## src/rtl/seg7_pkg.sv

```systemverilog
// Shared segment patterns and BCD-to-segment lookup for the 4-digit scan driver.
// Segment vectors are {g,f,e,d,c,b,a}, active-low.
package seg7_pkg;

    localparam logic [6:0] SEG_0    = 7'h40;
    localparam logic [6:0] SEG_1    = 7'h79;
    localparam logic [6:0] SEG_2    = 7'h24;
    localparam logic [6:0] SEG_3    = 7'h30;
    localparam logic [6:0] SEG_4    = 7'h19;
    localparam logic [6:0] SEG_5    = 7'h12;
    localparam logic [6:0] SEG_6    = 7'h02;
    localparam logic [6:0] SEG_7    = 7'h78;
    localparam logic [6:0] SEG_8    = 7'h00;
    localparam logic [6:0] SEG_9    = 7'h10;
    localparam logic [6:0] SEG_DASH = 7'h3F;
    localparam logic [6:0] SEG_OFF  = 7'h7F;

    // Non-BCD codes show a dash so a corrupted time word is visible on the display.
    function automatic logic [6:0] bcd_to_seg(input logic [3:0] digit);
        logic [6:0] pattern;
        case (digit)
            4'd0:    pattern = SEG_0;
            4'd1:    pattern = SEG_1;
            4'd2:    pattern = SEG_2;
            4'd3:    pattern = SEG_3;
            4'd4:    pattern = SEG_4;
            4'd5:    pattern = SEG_5;
            4'd6:    pattern = SEG_6;
            4'd7:    pattern = SEG_7;
            4'd8:    pattern = SEG_8;
            4'd9:    pattern = SEG_9;
            default: pattern = SEG_DASH;
        endcase
        return pattern;
    endfunction

endpackage

```

## src/rtl/seg7_scan_driver_if.sv

```systemverilog
// Time-bus and display-pin bundle of the scan driver.
// master = stopwatch/board side, slave = the scan driver itself.
interface seg7_scan_driver_if;

    logic [15:0] bcd_in;
    logic        load;
    logic        blank_lz;
    logic [3:0]  dp_mask;
    logic        dp_blink;
    logic [3:0]  an;
    logic [6:0]  seg;
    logic        dp;
    logic        frame;

    modport master (
        output bcd_in, load, blank_lz, dp_mask, dp_blink,
        input  an, seg, dp, frame
    );

    modport slave (
        input  bcd_in, load, blank_lz, dp_mask, dp_blink,
        output an, seg, dp, frame
    );

endinterface

```

## src/rtl/seg7_decode.sv

```systemverilog
// Combinational digit decoder: BCD nibble to active-low segments, with a
// blank override used for leading-zero suppression.
module seg7_decode
    import seg7_pkg::*;
(
    input  logic [3:0] i_bcd,
    input  logic       i_blank,
    output logic [6:0] o_seg
);

    assign o_seg = i_blank ? SEG_OFF : bcd_to_seg(i_bcd);

endmodule

```

## src/rtl/seg7_scan_driver.sv

```systemverilog
// Four-digit common-anode 7-segment scan driver: shadow/display BCD registers,
// slot prescaler with anti-ghost blanking, leading-zero suppression and blinking dp.
module seg7_scan_driver
    import seg7_pkg::*;
#(
    parameter int unsigned SCAN_DIV  = 100000,
    parameter int unsigned BLANK_CYC = 16,
    parameter int unsigned BLINK_DIV = 250
) (
    input  logic               clk,
    input  logic               reset,
    seg7_scan_driver_if.slave  bus
);

    localparam int unsigned PW = $clog2(SCAN_DIV);
    localparam int unsigned BW = (BLINK_DIV > 1) ? $clog2(BLINK_DIV) : 1;

    logic [PW-1:0] r_presc;
    logic [1:0]    r_idx;
    logic [15:0]   r_shadow;
    logic [15:0]   r_disp;
    logic [BW-1:0] r_blink_cnt;
    logic          r_phase;
    logic [3:0]    r_an;
    logic [6:0]    r_seg;
    logic          r_dp;
    logic          r_frame;

    logic          w_tick;
    logic          w_frame_tick;
    logic          w_blink_wrap;
    logic          w_blank_slot;
    logic [3:0]    w_digit;
    logic          w_lz_blank;
    logic          w_dp_on;
    logic [6:0]    w_seg;

    assign w_tick       = (r_presc == PW'(SCAN_DIV - 1));
    assign w_frame_tick = w_tick && (r_idx == 2'd3);
    assign w_blink_wrap = (r_blink_cnt == BW'(BLINK_DIV - 1));
    assign w_blank_slot = (r_presc < PW'(BLANK_CYC));
    assign w_digit      = r_disp[{r_idx, 2'b00} +: 4];
    assign w_dp_on      = bus.dp_mask[r_idx] && (!bus.dp_blink || r_phase);

    // A digit is a leading zero when it and every digit to its left are zero.
    always_comb begin
        w_lz_blank = 1'b0;
        case (r_idx)
            2'd3:    w_lz_blank = (r_disp[15:12] == 4'h0);
            2'd2:    w_lz_blank = (r_disp[15:8]  == 8'h00);
            2'd1:    w_lz_blank = (r_disp[15:4]  == 12'h000);
            default: w_lz_blank = 1'b0;
        endcase
        w_lz_blank = w_lz_blank && bus.blank_lz;
    end

    seg7_decode u_decode (
        .i_bcd   (w_digit),
        .i_blank (w_lz_blank),
        .o_seg   (w_seg)
    );

    always_ff @(posedge clk or posedge reset) begin
        if (reset) begin
            r_presc     <= '0;
            r_idx       <= 2'd0;
            r_shadow    <= 16'h0000;
            r_disp      <= 16'h0000;
            r_blink_cnt <= '0;
            r_phase     <= 1'b0;
        end else begin
            r_presc <= w_tick ? '0 : r_presc + 1'b1;
            if (w_tick)
                r_idx <= r_idx + 2'd1;
            if (bus.load)
                r_shadow <= bus.bcd_in;
            // Takes the shadow as it stood before this edge, so a coincident load waits a frame.
            if (w_frame_tick)
                r_disp <= r_shadow;
            if (w_tick) begin
                if (w_blink_wrap) begin
                    r_blink_cnt <= '0;
                    r_phase     <= ~r_phase;
                end else begin
                    r_blink_cnt <= r_blink_cnt + 1'b1;
                end
            end
        end
    end

    always_ff @(posedge clk or posedge reset) begin
        if (reset) begin
            r_an    <= 4'hF;
            r_seg   <= SEG_OFF;
            r_dp    <= 1'b1;
            r_frame <= 1'b0;
        end else begin
            r_frame <= w_frame_tick;
            if (w_blank_slot) begin
                r_an  <= 4'hF;
                r_seg <= SEG_OFF;
                r_dp  <= 1'b1;
            end else begin
                r_an  <= ~(4'b0001 << r_idx);
                r_seg <= w_seg;
                r_dp  <= ~w_dp_on;
            end
        end
    end

    assign bus.an    = r_an;
    assign bus.seg   = r_seg;
    assign bus.dp    = r_dp;
    assign bus.frame = r_frame;

endmodule

```

## src/flat_wrapper.sv

```systemverilog
// flat-port wrapper written by rule: the top's interface ports become plain ports
module seg7_scan_driver_flat import seg7_pkg::*;
#(
    parameter int unsigned SCAN_DIV  = 100000,
    parameter int unsigned BLANK_CYC = 16,
    parameter int unsigned BLINK_DIV = 250
)
  (clk, reset, bus_bcd_in, bus_load, bus_blank_lz, bus_dp_mask, bus_dp_blink, bus_an, bus_seg, bus_dp, bus_frame);
  seg7_scan_driver_if bus_i ();
  input  logic clk;
  input  logic reset;
  input wire logic [$bits(bus_i.bcd_in)-1:0] bus_bcd_in;
  input wire logic [$bits(bus_i.load)-1:0] bus_load;
  input wire logic [$bits(bus_i.blank_lz)-1:0] bus_blank_lz;
  input wire logic [$bits(bus_i.dp_mask)-1:0] bus_dp_mask;
  input wire logic [$bits(bus_i.dp_blink)-1:0] bus_dp_blink;
  output wire logic [$bits(bus_i.an)-1:0] bus_an;
  output wire logic [$bits(bus_i.seg)-1:0] bus_seg;
  output wire logic [$bits(bus_i.dp)-1:0] bus_dp;
  output wire logic [$bits(bus_i.frame)-1:0] bus_frame;
  assign bus_i.bcd_in = bus_bcd_in;
  assign bus_i.load = bus_load;
  assign bus_i.blank_lz = bus_blank_lz;
  assign bus_i.dp_mask = bus_dp_mask;
  assign bus_i.dp_blink = bus_dp_blink;
  assign bus_an = bus_i.an;
  assign bus_seg = bus_i.seg;
  assign bus_dp = bus_i.dp;
  assign bus_frame = bus_i.frame;
  seg7_scan_driver #(.SCAN_DIV(SCAN_DIV), .BLANK_CYC(BLANK_CYC), .BLINK_DIV(BLINK_DIV)) u_core (.clk(clk), .reset(reset), .bus(bus_i));
endmodule
```

## config.mk

```make
export PLATFORM = sky130hd
export DESIGN_NAME = seg7_scan_driver_flat
export DESIGN_NICKNAME = d
export VERILOG_FILES = /design/src/rtl/seg7_pkg.sv /design/src/rtl/seg7_scan_driver_if.sv /design/src/rtl/seg7_decode.sv /design/src/rtl/seg7_scan_driver.sv /design/src/flat_wrapper.sv
export SDC_FILE = /design/constraint.sdc
export NUM_CORES = 1
export LEC_CHECK = 0
export ABC_AREA = 0
export BUFFER_PORTS_ARGS = -buffer_cell sky130_fd_sc_hd__buf_4
export CORE_AREA = 2 2 85 87
export CTS_CLUSTER_DIAMETER = 80
export DETAILED_ROUTE_END_ITERATION = 10
export DIE_AREA = 0 0 87 89
export MAX_ROUTING_LAYER = met4
export PLACE_DENSITY = 0.73
export SYNTH_ARGS = -nofsm -noshare
export SYNTH_HDL_FRONTEND = slang
export SYNTH_SLANG_ARGS = --single-unit
export TNS_END_PERCENT = 20
```

## constraint.sdc

```tcl
create_clock -name clk -period 2.35 [get_ports clk]
set_clock_uncertainty 0.2 [all_clocks]
set_input_delay 0.1175 -clock clk [delete_from_list [all_inputs] [get_ports clk]]
set_output_delay 0.1175 -clock clk [all_outputs]
set_load 0.005 [all_outputs]
```

# Word-level counts from Yosys, hierarchy flattened
# Memory sizes are Yosys's and may differ from the RTL's.
# Index checks and enable logic that the tools add are counted.
# word_totals
ram_bits	0
n_memories	1
latchBits	0
reg_bits	73
output_inout_bits	13
rom_bits	112
elab_cells	44
in_bits	25
# mem_list
memory	depth	width	read_ports	rd_clocked_by_memory_dff	wr	line	text
(no name shown)	16	7	1	0	0	seg7_pkg.sv:21	case (digit)
# classes
bitwise	3
mux	9
div	0
n_lt_le_gt_ge	2
addsub	3
multipliers	0
n_shift	2
eq_ne	5
n_reduce_logical	9
# op_table
operator	count
adder 17 x 1 -> 17 bit (second input constant)	1
== test 17 bit (second input constant)	1
less-than comparator 17 x 5 -> 1 bit (second input constant)	1
2-to-1 mux 17 bit	1
indexed part select 16 x 5 -> 4 bit	1
2-to-1 mux 7 bit	2
logical NOT 12 bit	1
adder 8 x 1 -> 8 bit (second input constant)	1
== test 8 bit (second input constant)	1
logical NOT 8 bit	1
2-to-1 mux 8 bit	1
== test 2 bit (second input constant)	2
logical NOT 4 bit	1
2-to-1 mux 4 bit	1
inverter 4 bit	1
<< shifter 1 x 2 -> 4 bit (first input constant)	1
logical AND 1 bit	3
less-than comparator 2 x 3 -> 1 bit (second input constant)	1
one-hot mux 1 bit (3 select lines)	1
adder 2 x 1 -> 2 bit (second input constant)	1
binary-select mux 1 bit (select 2 bit)	1
== test 2 x 1 -> 1 bit (second input constant)	1
2-to-1 mux 1 bit	2
inverter 1 bit	2
3 further kinds	3

# Logic depth before layout (Yosys ltp)
# logic_depth
depth_word	5
ltp_mapped	7
mapped_depth_nobuf	6

# Modules after synthesis
# From an unflattened synthesis, not the netlist that was laid out.
# hier_totals
hier_cells	293
hier_area_um2	3518.4
# modules_own_cells
mod	area_each_um2	cells_per_inst	seq_area_each_um2	n_inst
seg7_scan_driver	3285.7	258	1841.8	1
seg7_decode	232.7	35	0.0	1

# Worst setup path after synthesis
# Ideal clock, no wire load.
# synth_timing
path_type	reg2reg
start	register u_core.r_idx[1]
end	register u_core.r_seg[0] (netlist: u_core.bus.seg[0])
setup_time_ns	0.079
required_ns	2.071
setup_slack_ns	0.027
path_stages_with_launch	8
path_buffers	1
period_less_slack_ns	2.323
t_arrival_ns	2.044
cell_sequence	dfrtp_1 > buf_2 > inv_1 > ha_1 > or4b_2 > a2111oi_2 > a211oi_2 > o21ai_0
# synth_between
elab_chain_cells	5
elab_cells_between_ends	9
cone_classes	3 x eq/ne; 1 x shift; 3 x mux; 1 x reduce/logical; 1 x memory
# synth_rtl
element	line	text
start: declaration	seg7_scan_driver.sv:19	logic [1:0] r_idx;
start signal: assignment	seg7_scan_driver.sv:74	r_idx <= r_idx + 2'd1;
parallel branches: the longest is 3 deep, another holds memory (16 x 7 bit)	--	
2-to-1 mux 7 bit *	seg7_decode.sv:11	assign o_seg = i_blank ? SEG_OFF : bcd_to_seg(i_bcd);
2-to-1 mux 7 bit *	seg7_scan_driver.sv:99	if (w_blank_slot) begin
end signal: assignment	seg7_scan_driver.sv:105	r_seg <= w_seg;
end: declaration	seg7_scan_driver.sv:25	logic [6:0] r_seg;
# Every way passes the cells marked *.
# A chain may end at the register's enable or synchronous reset.

# Worst setup path after layout
# layout_timing
start	register u_core.r_presc[8]
end	register u_core.r_disp[6]
# layout_between
elab_chain_cells	2
# layout_rtl
element	line	text
start: declaration	seg7_scan_driver.sv:18	logic [PW-1:0] r_presc;
start signal: assignment	seg7_scan_driver.sv:72	r_presc <= w_tick ? '0 : r_presc + 1'b1;
== test 17 bit	seg7_scan_driver.sv:38	assign w_tick = (r_presc == PW'(SCAN_DIV - 1));
logical AND 1 bit	seg7_scan_driver.sv:39	assign w_frame_tick = w_tick && (r_idx == 2'd3);
end signal: assignment	seg7_scan_driver.sv:79	r_disp <= r_shadow;
end: declaration	seg7_scan_driver.sv:21	logic [15:0] r_disp;
# No other way between the ends.

==> results.env <==
SYNTH_SEQ_CELLS=73
NUMBER_OF_I_O_PORT_BUFFERS=37
POST_SYNTH_MUX_AREA_SHARE=0.137
FINALINSTANCEAREA_UM2=4450
DR_TOTAL_VIAS=2460
FINALWIRELENGTH_UM=7000
YOSYS_MOST_USED_DFF='sky130_fd_sc_hd__dfrtp_1'
ANTENNA_FOUND_INITIAL=0
COMMONEST_NON_FILL_NON_TAP_CELL_IN_THE_LAYOUT='sky130_fd_sc_hd__dfrtp_1'
SYNTH.NET_COUNT=320
CLK_LATENCY_NS=0.36
INITIALDRTVIOLATIONCOUNT=119
YS.WARNINGS.COUNT=0
NUMBER_OF_ENABLE_TYPE_REGISTER_CELLS_IN_THE_SYNTHESIZED_NETLIST=0
P_SW_FRAC=0.230
CELL_INTERNAL_PWR_mW=1.84
P_PER_AREA_nW_PER_UM2=538
TIMING.SETUP.CRITICAL_PATH_CLASS='register to register'
TIMING.CRITICAL_PATH.FANOUT_MAX=16
DRTPASS1ITERATIONS=4
GRT_USAGE=0.212
REGAREA_UM2=1840
TIMING.MAX_SLEW.REL_SLACK=0.594
DIE_W_UM=87
PWR-SHARE-CLK=0.386
HOLDWS_NS=0.188
CRIT_PATH_MAX_INCR_DELAY_NS=0.43
GROUTE.LAYER.MET3.USAGE=0.0526
FILL_CELLS=511
MAX-CAP-VIOLATIONS=0
STARTPOINT_TYPE='register'
START_UTIL=0.515
CLOCKBUFFERDEPTH=2
FINALSETUPVIOLATIONS=0
COREAREA_UM2=6720
POST_ROUTE_CLOCK_PERIOD_UTILIZATION=0.963
GROUTE.LAYER.MET2.USAGE=0.310
FINAL.SETUP.TNS_NS=0
CLK_TRANSITION_REPORTED_PATHS_NS=0.08
SYNTH_XOR_XNOR_AREA_SHARE=0.0380
POST_SYNTH_INST_COUNT=282
POSTCTSSETUPREPAIRBUFS=0
FINALNETCOUNT=405
P_SWITCHING_mW=0.550
TRITONCTS.NUM_BUFFERS=9
CRITICAL_PATH.CELL_CHAIN='nor3_1 > and2_0 > nand3_4 > mux2_1'
SETUP_REPAIR_AFTER_GLOBAL_ROUTING_MISSED_ITS_MARGIN='false'
GLOBALPLACE.CONGESTION=0.883
DRT_DRC_VIOLATIONS_LEFT=0
SYNTH-SIMPLE-AREA-SHARE=0.143
SHARE_OF_THE_SYNTHESIZED_AREA_IN_COMPOUND_GATES_AO_OA_AOI_OAI=0.0803
SHARE_OF_TOTAL_POWER_IN_COMBINATIONAL_LOGIC=0.070
CHIPHEIGHT_UM=89
GLOBALROUTE.BUSIESTLAYER='met2'
FINAL-MAX-SLEW-VIOLATION-COUNT=0
MOST_USED_CELLS_IN_THE_LAYOUT_EXCLUDING_FILL_AND_TAP_CELLS='61 x sky130_fd_sc_hd__dfrtp_1, 45 x sky130_fd_sc_hd__buf_4, 36 x sky130_fd_sc_hd__dlygate4sd3_1'
CTSHTREEMAXLEVEL=3
FINAL_LAYOUT_SIZE_SUFFIX_GT1_FRAC=0.301
CLOCK-ROOT-BUFFER='sky130_fd_sc_hd__clkbuf_8'
DIE_AREA_UM2=7740
VIAS_IN_THE_FIRST_GLOBAL_ROUTE=2504
YOSYSUNIQUECELLTYPES=48
FINAL_ANTENNA_NET_COUNT=0
PLACE_WS_NS=0.115
POST_SYNTH_INSTANCE_AREA_UM2=3460
STATUS='finished clean'
PLACEDINSTANCEAREA_UM2=3880
FINAL.MIN_CLOCK_PERIOD_NS=2.26
WORST_SLEW_PIN_TRAN_NS=0.607
COMBINED_AREA_OF_THE_MULTI_INPUT_LOGIC_CELLS_UM2=1550
DETAILED_PLACE_HPWL_UM=4690
IOS=38
INSERTEDDIODECOUNT=0
TRITONCTS_CLOCK_TREE='done'
GRT_FIRST_PASS_WIRELENGTH_UM=11900
CRIT_REQUIRED_NS=2.39
FMAX_GHz=0.442
DOMINANT_COMBINATIONAL_CELL_FAMILY_BY_AREA_AFTER_SYNTHESIS='simple AND/OR/NAND/NOR gates'
POST_DRT_VIA_CELL_RATIO=5.44
WORST-ENDPOINT-ARRIVAL_NS=2.30
SYNTHADDERAREAFRAC=0.0470
WORSTSETUPENDPOINTTYPE='register'
SYNTH_ASYNC_SR_FLOP_SHARE=1.00
SLOWEST_STAGE='sky130_fd_sc_hd__dfrtp_1'
AREA_GROWTH_PCT=28.5
GROUTE.LAYER.MET1.USAGE=0.279
ROW_COUNT=30
P_LEAK_nW=1.97
GRT_REMAINING_OVERFLOW=0
SETUP_WS_NS=0.0875
IR_DROP_WORST_VDD_mV=0.298
YOSYSSEQAREASHARE=0.532
POWER_FRAC_SEQ=0.544
POSTSYNTHAREAPERCELL_UM2=12.3
GRT_MAX_DEGREE=33
CLOCK_NET_SINK_COUNT=73
DETAIL_ROUTE.WL_PER_CELL_UM=15.5
CLASS_OF_THE_TIGHTEST_HOLD_OR_REMOVAL_CHECK='input pin to asynchronous set/reset pin'
TIMING_HOLD_VIOLATIONS_FINAL=0
-- timing repair --
item	4_1_cts	5_1_grt
resized for setup	0	1
hold buffers	36	0
hold endpoints to repair	43	0
setup endpoints to repair	0	7
-- worst paths after layout --
kind,from,to,slack [ns],depth (start not counted)
max in group asynchronous,reset,u_core.bus.seg[0],1.06,4
worst max register to register,u_core.r_presc[8],u_core.r_disp[6],0.09,4
min in group clk,u_core.r_presc[0],u_core.r_presc[0],0.26,1
worst min-delay path,reset,u_core.r_shadow[10],0.19,3
worst min register to register,u_core.r_presc[0],u_core.r_presc[0],0.26,1
worst max-delay path,u_core.r_presc[8],u_core.r_disp[6],0.09,4
-- power by group through the flow --
stage | logic (mW) | clock network, mW | registers, mW
floorplan | 0.0539 | 0 | 1.32
global placement | 0.0981 | 0 | 1.32
detailed placement | 0.101 | 0 | 1.32
CTS | 0.166 | 0.946 | 1.30
global route | 0.184 | 1.01 | 1.30
finish | 0.168 | 0.923 | 1.30
-- per-stage QoR --
stage | utilization | total power, mW | instances
after floorplan | - | 1.37 | 282
after global placement | 0.578 | 1.42 | 400
after detailed placement | 0.578 | 1.43 | 400
after CTS | 0.660 | 2.41 | 452
after global routing | 0.662 | 2.50 | 452
final | 0.662 | 2.39 | 452
-- critical path: cells and delay by family, from the launching register on --
kind	cells	cell delay, ns
DFF	1	0.43
muxes	1	0.39
and+or+nand+nor	3	1.12
-- layer usage --
layer | wire length, um | vias to the layer above
li1 | - | 1197
met1 | 3330 | 1191
met3 | 283 | 13
met5 | 0 | -
met2 | 3230 | 59
met4 | 155 | 0
-- final cells by class --
type | count | area share
multi-input combinational | 190 | 0.349
timing repair buffer | 82 | 0.162
sequential | 73 | 0.414
inverter | 11 | 0.00929
clock inverter | 5 | 0.00901
tap | 80 | 0.0225
clock buffer | 11 | 0.0341
-- cell usage after synthesis (all sizes together) (2+ instances only) --
cell / count / area share
and4: 4 / 0.010
mux4: 5 / 0.033
o41ai: 6 / 0.015
nand2b: 2 / 0.0036
dfrtp: 61 / 0.44
or4: 5 / 0.012
mux2: 32 / 0.10
ha: 13 / 0.047
nor2: 13 / 0.014
xor2: 7 / 0.018
a21oi: 8 / 0.012
and3: 5 / 0.0094
dfstp: 12 / 0.091
nand2: 18 / 0.020
nand4: 6 / 0.011
o31ai: 7 / 0.015
buf: 3 / 0.0051
nand3: 13 / 0.024
or2: 2 / 0.0036
xnor2: 8 / 0.020
and2: 6 / 0.011
o21ai: 11 / 0.016
inv: 11 / 0.012
nor4: 4 / 0.0090
nor3: 4 / 0.0072
clkbuf: 5 / 0.0054
-- flip-flops by register name, indices dropped and copies added (netlist names) --
name                flops
u_core.r_idx            2
u_core.r_disp          16
u_core.bus.seg          7
u_core.r_shadow        16
u_core.r_presc         17
u_core.r_phase          1
u_core.bus.frame        1
u_core.bus.an           4
u_core.r_blink_cnt      8
u_core.bus.dp           1
-- kinds of logic (layout without fill, tap and decap cells) --
logic type               count (synthesis)  in the layout
AND/OR/NAND/NOR                         85             85
flip-flops                              73             73
AO/OA/AOI/OAI                           40             40
multiplexers                            37             37
buffers and inverters                   19            109
XOR/XNOR                                15             15
adder cells (fa/ha/maj)                 13             13
(Power assumes the default switching activity.)
